## src/rtl/rv32_types.sv

```systemverilog
// Shared RV32 pipeline types: instruction word, bypass selects, decode payload and bubble.
package rv32_types;

   localparam int unsigned INSTR_W = 32;

   typedef logic [INSTR_W-1:0] rv_instr_t;

   // addi x0, x0, 0
   localparam rv_instr_t RV_NOP_INSTR = 32'h0000_0013;

   typedef enum logic [1:0] {
      NO_BYPASS        = 2'd0,
      BYPASS_EXEC_BUFF = 2'd1,
      BYPASS_MEM_BUFF  = 2'd2
   } bypass_t;

   typedef struct packed {
      logic [4:0]  rd;
      logic [4:0]  rs1;
      logic [4:0]  rs2;
      logic [31:0] imm;
      logic [3:0]  alu_op;
      logic        register_wb;
      logic        mem_write;
      logic        mem_read;
   } decoded_instr_t;

   typedef struct packed {
      rv_instr_t      instr;
      decoded_instr_t decoded_instr;
   } decoded_buffer_data_t;

   // NOP with every decoded control field cleared, so it never writes anything back
   localparam decoded_buffer_data_t bubble = '{instr: RV_NOP_INSTR, decoded_instr: '0};

endpackage

```

## src/rtl/rv32_bypass_mux.sv

```systemverilog
// 3:1 operand select between register-file data and the two forwarding sources.
module rv32_bypass_mux
   import rv32_types::*;
#(
   parameter int unsigned XLEN = 32
) (
   input  bypass_t           sel,
   input  logic [XLEN-1:0]   rf_data,
   input  logic [XLEN-1:0]   exec_result,
   input  logic [XLEN-1:0]   mem_result,
   output logic [XLEN-1:0]   operand_c
);

   // pick the operand source named by the stored select
   always_comb begin
      operand_c = rf_data;
      case (sel)
         BYPASS_EXEC_BUFF: operand_c = exec_result;
         BYPASS_MEM_BUFF:  operand_c = mem_result;
         default:          operand_c = rf_data;
      endcase
   end

endmodule

```

## src/rtl/rv32_decode_exec_buffer.sv

```systemverilog
// Decode/execute pipeline register with bubble insertion, hold freeze and operand bypass.
module rv32_decode_exec_buffer
   import rv32_types::*;
#(
   parameter int unsigned XLEN  = 32,
   parameter int unsigned CNT_W = 32
) (
   input  logic                 clk,
   input  logic                 resetn,
   input  logic                 dec_valid,
   input  decoded_buffer_data_t dec_data,
   input  logic [XLEN-1:0]      dec_rs_data [2],
   input  bypass_t              dec_bypass_rs [2],
   input  logic                 stall,
   input  logic                 flush,
   input  logic                 hold,
   input  logic [XLEN-1:0]      exec_buff_result,
   input  logic [XLEN-1:0]      mem_buff_result,
   output decoded_buffer_data_t decoded_buff,
   output logic                 buff_valid,
   output logic [XLEN-1:0]      exec_rs_data [2],
   output logic                 decode_ready,
   output logic [CNT_W-1:0]     stall_count,
   output logic [CNT_W-1:0]     flush_count
);

   bypass_t         sel_q  [2];
   logic [XLEN-1:0] rs_q   [2];

   // decode may only advance when nothing freezes or squashes it
   assign decode_ready = !hold && !stall && !flush;

   // capture priority: hold > flush > stall > valid instruction > idle bubble
   always_ff @(posedge clk or negedge resetn) begin
      if (!resetn) begin
         decoded_buff <= bubble;
         buff_valid   <= 1'b0;
         stall_count  <= '0;
         flush_count  <= '0;
         for (int i = 0; i < 2; i++) begin
            sel_q[i] <= NO_BYPASS;
            rs_q[i]  <= '0;
         end
      end else if (hold) begin
         decoded_buff <= decoded_buff;
      end else if (flush || stall || !dec_valid) begin
         decoded_buff <= bubble;
         buff_valid   <= 1'b0;
         for (int i = 0; i < 2; i++) begin
            sel_q[i] <= NO_BYPASS;
            rs_q[i]  <= '0;
         end
         if (flush)
            flush_count <= flush_count + CNT_W'(1);
         else if (stall)
            stall_count <= stall_count + CNT_W'(1);
      end else begin
         decoded_buff <= dec_data;
         buff_valid   <= 1'b1;
         for (int i = 0; i < 2; i++) begin
            sel_q[i] <= dec_bypass_rs[i];
            rs_q[i]  <= dec_rs_data[i];
         end
      end
   end

   // one operand resolver per source register
   for (genvar g = 0; g < 2; g++) begin : g_bypass
      rv32_bypass_mux #(.XLEN(XLEN)) u_mux (
         .sel         (sel_q[g]),
         .rf_data     (rs_q[g]),
         .exec_result (exec_buff_result),
         .mem_result  (mem_buff_result),
         .operand_c   (exec_rs_data[g])
      );
   end

endmodule

```

## config.mk

```make
export PLATFORM = sky130hd
export DESIGN_NAME = rv32_decode_exec_buffer
export DESIGN_NICKNAME = d
export VERILOG_FILES = /design/src/rtl/rv32_types.sv /design/src/rtl/rv32_bypass_mux.sv /design/src/rtl/rv32_decode_exec_buffer.sv
export SDC_FILE = /design/constraint.sdc
export NUM_CORES = 1
export LEC_CHECK = 0
export CAP_MARGIN = 25
export CORE_AREA = 5 5 167 169
export DETAILED_ROUTE_END_ITERATION = 10
export DIE_AREA = 0 0 172 174
export HOLD_SLACK_MARGIN = 0.03
export MAX_ROUTING_LAYER = met4
export PLACE_DENSITY = 0.69
export SLEW_MARGIN = 20
export SYNTH_ARGS = -nofsm -noshare
export SYNTH_HDL_FRONTEND = slang
export SYNTH_HIERARCHICAL = 1
export SYNTH_SLANG_ARGS = --single-unit
```

## constraint.sdc

```tcl
create_clock -name clk -period 1.66 [get_ports clk]
set_input_delay 0.166 -clock clk [delete_from_list [all_inputs] [get_ports clk]]
set_output_delay 0.166 -clock clk [all_outputs]
set_load 0.01 [all_outputs]
```

==> key figures, run 1 <==
Setup path
  – FF-to-FF Start: stall_count[11]
  – Crit path launch type: register
  – Setup crit end kind: output pin
  – Crit path DAT: 1.92 ns
  – Worst Reg-to-Reg Cells: 4
  – Critical Path RT: 1.49 ns
  – Kind of critical path: register to output pin
  – Largest fanout on the critical path: 32
  – Crit path launch: sel_q[2]

Timing
  – Max Clock Freq: 479 MHz
  – Pins Over Slew Limit: 0
  – Max-slew headroom: 0.530
  – Layout Skew: 0.0132 ns
  – Final setup fails: 64
  – Unrepaired setup endpoints after global routing: true
  – Worst slew pin tran: 0.705 ns
  – PnR worst setup slack: -0.430 ns
  – Final Hold Fails: 0
  – Final period utilization: 1.26
  – Crit path time final: 2.09 ns

Finish
  – Fillers: 2,169
  – P&R area growth vs syn: 71.0%
  – NumNets Final: 1,579
  – Register area: 5490 sq um
  – Final Cell Area: 16,600 sq um
  – Finished Core Util: 0.629
  – Multi-input gate area: 4430 sq um
  – Post-Layout Cell Count: 1,720
  – Most frequent cells in the layout: clkdlybuf4s50_1 (290), dfrtp_1 (212), a22o_1 (151), dlygate4sd2_1 (66), buf_4 (59)
  – Ratio of cells with drive above 1 in the final layout: 0.256
  – Most common cell after layout, fill and taps aside: clkdlybuf4s50_1

Global routing
  – First-pass GRT wire length: 58.7 mm
  – Gr usage total: 0.257
  – Initial antenna violation count: 12
  – Largest net degree at the start of global routing: 72
  – Vias in the first global route: 9,693
  – GRT overflow: 0

Yosys
  – Syn Inst Count: 849
  – Synth cell types: 36
  – Yosys reg bits: 219
  – Synth Cell Area: 9710 sq um
  – Post-synthesis sequential area ratio: 0.565
  – Post-Syn Nets: 1,079
  – Ys Warns: 6
  – Avg Inst Size Synth: 11.4 sq um

Routing
  – Via density: 5.47
  – Total number of vias: 9,400
  – Routed Wire Length: 39.5 mm
  – DRC viols: 0
  – Drt first pass iters: 5
  – Post-DRT Antenna Nets: 0
  – Initial DRC Count: 723
  – Per-cell routed wire length: 23.0 um

Clock network
  – Clk buf depth: 3
  – H-tree Lvls: 1
  – Clock Sink Count: 219
  – Num CTS Buffers: 26
  – CTS tree: done
  – Clk root buf: clkbuf_16
  – Clk slew on worst S/H paths: 0.06 ns
  – Worst-Skew Late Latency: 0.53 ns

Hold path
  – Hold-critical path depth: 3
  – Min-delay src: hold
  – Worst min path class: input pin to register

Placed design
  – Dpl ws: -0.360 ns
  – Placed inst area: 15,000 sq um
  – Final HPWL DP: 27.8 mm
  – Dpl cells: 1,637
  – GP Congestion: 1.00
  – Port Buffer Count: 439

Outcome
  – Failing checks: negative setup slack
  – Status: finished, violations left

Floorplan
  – Core area: 26,400 sq um
  – Die width: 172 um
  – Die H: 174 um
  – Starting Density: 0.368
  – # IOs: 440
  – Die area: 29,900 sq um
  – Site row count: 60

Power and ir drop
  – PD cells: 848 nW/um^2
  – LEAKAGE: 0.00784 uW
  – Peak VDD IR: 654 uV
  – Power, Total: 14,100 uW

Flow run
  – Max-Cap Viols: 0
cells in the mapped netlist, drive strengths merged:
library cell  instances  share of area
dfrtp               216           0.56
a22o                151           0.14
nand2                88          0.034
a22oi                64          0.049
o21ai                64          0.033
buf                  47          0.031
xnor2                44          0.040
nand4                26          0.017
nand3                24          0.012
clkbuf               21         0.0081
xor2                 18          0.016
and3                 14         0.0090
nor4                 11         0.0077
inv                  10         0.0039
nor2                 10         0.0039
nor3                  9         0.0063
and2                  6         0.0039
ha                    6         0.0077
and4                  4         0.0036
a21oi                 3         0.0015
dfstp                 3         0.0081
nand4b                2         0.0018
nor2b                 2         0.0013
mux2                  1         0.0012
nand3b                1         0.0012
nand4bb               1         0.0012
nor3b                 1         0.0019
or2                   1        0.00064
or3b                  1         0.0012
power breakdown:
| part | total [uW] | internal [uW] | switching (uW) |
|---|---|---|---|
| clock | 5680 | 3430 | 2250 |
| sequential | 5810 | 5600 | 217 |
| combinational | 2600 | 1400 | 1200 |
final timing paths:
path | endpoint | slack, ns
setup / recovery | exec_rs_data[44] | -0.43
hold / removal | flush_count[1] | 0.13
setup reg to reg | stall_count[28] | 0.10
hold reg to reg | decoded_buff[55] | 0.46
max in group asynchronous | decoded_buff[58] | 0.76
min in group asynchronous | stall_count[8] | 0.23
layout make-up:
cell class                      count  area share
Tap cell                          341      0.0257
Clock buffer                       34      0.0447
Sequential cell                   219       0.330
Inverter                           10     0.00226
Antenna cell                       13     0.00196
Clock inverter                     11     0.00633
Timing Repair Buffer              540       0.322
Multi-Input combinational cell    552       0.266
kinds of logic (layout without fill, tap and decap cells):
kind of cell               count (synthesis)  in the layout  share of synthesized area
other                                      0             13                          0
adders and majority gates                  6              6                    0.00773
DFF                                      219            219                      0.565
xor gates and xnor gates                  62             62                     0.0559
buffers and inverters                     78            595                     0.0433
muxes                                      1              1                    0.00116
and+or+nand+nor                          201            201                      0.107
AOI/OAI and AO/OA                        282            282                      0.220
repair_timing:
item / in CTS / in global routing
hold buffers: 1 / 0
endpoints found under the setup margin: 133 / 104
gates cloned: 8 / 4
gates resized for setup: 426 / 97
hold endpoints to repair: 60 / 0
pin swaps: 19 / 16
buffers inserted: 10 / 4
state kept, by name, summed over array words and instances, names as in the netlist:
name / flops
sel_q: 4
rs_q: 64
decoded_buff: 86
flush_count: 32
buff_valid: 1
stall_count: 32
critical path: stages, from the launching register on:
cell and delay [ns]:
dfrtp_1 0.38, inv_1 0.10, ha_4 0.14, buf_12 0.22, a22oi_1 0.14, o21ai_1 0.15, clkdlybuf4s15_2 0.24
per-layer routing:
metal,global-route usage,share of wire,vias to the layer above
li1,-,-,4183
met1,0.324,0.39,4673
met2,0.403,0.49,449
met3,0.0650,0.088,95
met4,0.0897,0.035,0
met5,-,0,-
stage by stage:
| step | TNS [ns] | hold WS [ns] |
|---|---|---|
| floorplan | 0 | -0.130 |
| global placement | -36.93 | 0.201 |
| detailed placement | -41.03 | 0.211 |
| CTS | -23.22 | 0.103 |
| global route | -26.77 | 0.139 |
| finish | -21.96 | 0.125 |
Note: power is estimated with default switching activity, not from simulation.
==> run 2: changes to the inputs <==
--- a/config.mk
+++ b/config.mk
@@ -11,7 +11,8 @@
 export DIE_AREA = 0 0 172 174
 export HOLD_SLACK_MARGIN = 0.03
 export MAX_ROUTING_LAYER = met4
-export PLACE_DENSITY = 0.69
+export PLACE_DENSITY_LB_ADDON = 0.05
+export RECOVER_POWER = 25
 export SLEW_MARGIN = 20
 export SYNTH_ARGS = -nofsm -noshare
 export SYNTH_HDL_FRONTEND = slang
==> run 2 against run 1 <==
Net effect:
- the run still ends with negative setup slack left
- worst hold slack improved by 0.082 ns
- routed wire length shrank 0.34%
- utilization about the same
- die area unchanged
- global-route usage is 0.10 points higher
- sequential share of layout area barely moved
- count of clock-buffer cells in the layout rose by 1
- first-iteration DRC count down 20%
- flip-flop and latch count unchanged
- clock skew shrank 0.0084 ns
- cell count rose by 0.35%
- cell area is essentially flat
- highest routed layer unchanged
==> key figures, run 2 (same netlist as run 1, synthesis figures left out) <==
Clock network
  – Worst-Skew Late Latency: 0.51 ns
  – Clk buf depth: 3
  – Num CTS Buffers: 25
  – Clk root buf: clkbuf_16
  – Clk slew on worst S/H paths: 0.06 ns
  – CTS tree: done
  – Clock Sink Count: 219
  – H-tree Lvls: 1

Placed design
  – Dpl cells: 1,646
  – GP Congestion: 0.926
  – Final HPWL DP: 27.9 mm
  – Port Buffer Count: 439

Setup path
  – Setup crit end kind: output pin
  – Largest fanout on the critical path: 6
  – FF-to-FF Start: flush_count[16]
  – Crit path launch: sel_q[1]
  – Crit path launch type: register
  – Kind of critical path: register to output pin
  – Critical Path RT: 1.49 ns
  – Crit path DAT: 1.91 ns

Routing
  – Drt first pass iters: 5
  – Via density: 5.35
  – Initial DRC Count: 581
  – Post-DRT Antenna Nets: 0
  – Per-cell routed wire length: 22.8 um
  – Total number of vias: 9,228
  – Routed Wire Length: 39.4 mm
  – DRC viols: 0

Timing
  – PnR worst setup slack: -0.416 ns
  – Final period utilization: 1.25
  – Final Hold Fails: 0
  – Max Clock Freq: 482 MHz
  – Layout Skew: 0.00480 ns
  – Crit path time final: 2.08 ns
  – Final setup fails: 64
  – Unrepaired setup endpoints after global routing: true
  – Max-slew headroom: 0.355
  – Total Neg Setup Slack: -22.77 ns
  – Pins Over Slew Limit: 0
  – Worst slew pin tran: 0.968 ns

Finish
  – Reg with most FFs: decoded_buff
  – Ratio of cells with drive above 1 in the final layout: 0.249
  – Post-Layout Cell Count: 1,726
  – P&R area growth vs syn: 71.1%
  – Top Registers: decoded_buff (86), rs_q (64)
  – Most frequent cells in the layout: clkdlybuf4s50_1 (303), dfrtp_1 (212), a22o_1 (151), nand2_1 (65), buf_4 (63)
  – NumNets Final: 1,589
  – Finished Core Util: 0.629
  – Max reg flops: 86
  – Most common cell after layout, fill and taps aside: clkdlybuf4s50_1

Floorplan
  – Site row count: 60
  – Die width: 172 um
  – Starting Density: 0.368
  – Die H: 174 um
  – Die area: 29,900 sq um
  – Core area: 26,400 sq um
  – # IOs: 440

Power and ir drop
  – Peak VDD IR: 716 uV
  – LEAKAGE: 0.00772 uW
  – PD cells: 836 nW/um^2

Global routing
  – First-pass GRT wire length: 58.6 mm
  – Vias in the first global route: 9,592
  – Gr usage total: 0.258
  – Initial antenna violation count: 11
  – GRT overflow: 0
  – Largest net degree at the start of global routing: 90

Outcome
  – Status: finished, violations left
  – Failing checks: negative setup slack

Flow run
  – Max-Cap Viols: 0

Hold path
  – Worst min path class: input pin to register
  – Min-delay src: dec_data[55]
## run 2: cell types whose count changed in the layout (fill, tap and decap cells not counted), sizes merged
cell           change
buf               +12
bufbuf             -1
clkbuf             +1
clkdlybuf4s15      -1
clkdlybuf4s50     +13
clkinv             -5
clkinvlp           +2
diode              -3
dlygate4sd2        -9
dlygate4sd3        +1
dlymetal6s2s       -4
## run 2: worst paths after layout
| kind | endpoint | slack [ns] | depth (start not counted) |
|---|---|---|---|
| setup / recovery | exec_rs_data[1] | -0.42 | 7 |
| hold / removal | decoded_buff[55] | 0.21 | 3 |
| setup reg to reg | flush_count[22] | 0.09 | 6 |
| hold reg to reg | decoded_buff[55] | 0.46 | 2 |
| max in group asynchronous | decoded_buff[55] | 0.20 | 3 |
| min in group asynchronous | decoded_buff[9] | 0.32 | 2 |
## run 2: per-stage QoR
step	area, sq um	hold slack, ns	setup WS [ns]	power [uW]
global placement	15000	0.0617	-0.421	8380
CTS	16300	0.106	-0.472	14000
finish	16600	0.207	-0.416	13900
detailed placement	15000	0.0576	-0.414	8380
global route	16600	0.233	-0.474	14400
floorplan	9710	-0.130	0.0453	6650
## run 2: area by class of cell
| class | instances | area, sq um |
|---|---|---|
| diodes | 10 | 25.0 |
| clock inverters | 8 | 95.1 |
| flip-flops and latches | 219 | 5490 |
| clock buffers | 35 | 713 |
| fillers | 2170 | 9800 |
| repair buffers | 551 | 5420 |
| multi-input cells | 552 | 4420 |
| well taps | 341 | 427 |
| inverters | 10 | 37.5 |
## run 2: critical path: stages (launching register included)
cell and delay [ns]:
dfrtp_1 0.39, buf_6 0.13, ha_4 0.20, buf_6 0.14, a22oi_2 0.19, buf_4 0.16, o21ai_2 0.05, buf_2 0.14
## run 2: what timing repair did
item / in CTS / in global routing
setup buffers: 15 / 2
hold buffers: 2 / 0
pin swaps: 44 / 40
resized for setup: 444 / 76
hold endpoints to repair: 218 / 0
cloned: 9 / 2
endpoints found under the setup margin: 123 / 86
## run 2: power by group
part | total, uW | internal [uW] | switching (uW)
Clock | 5440 | 3280 | 2150
Sequential | 5760 | 5600 | 164
Combinational | 2700 | 1450 | 1250
## run 2: per-layer routing
metal	share of wire	GRT usage
met4	0.042	0.103
met5	0	-
met3	0.078	0.0571
met1	0.39	0.316
met2	0.49	0.415
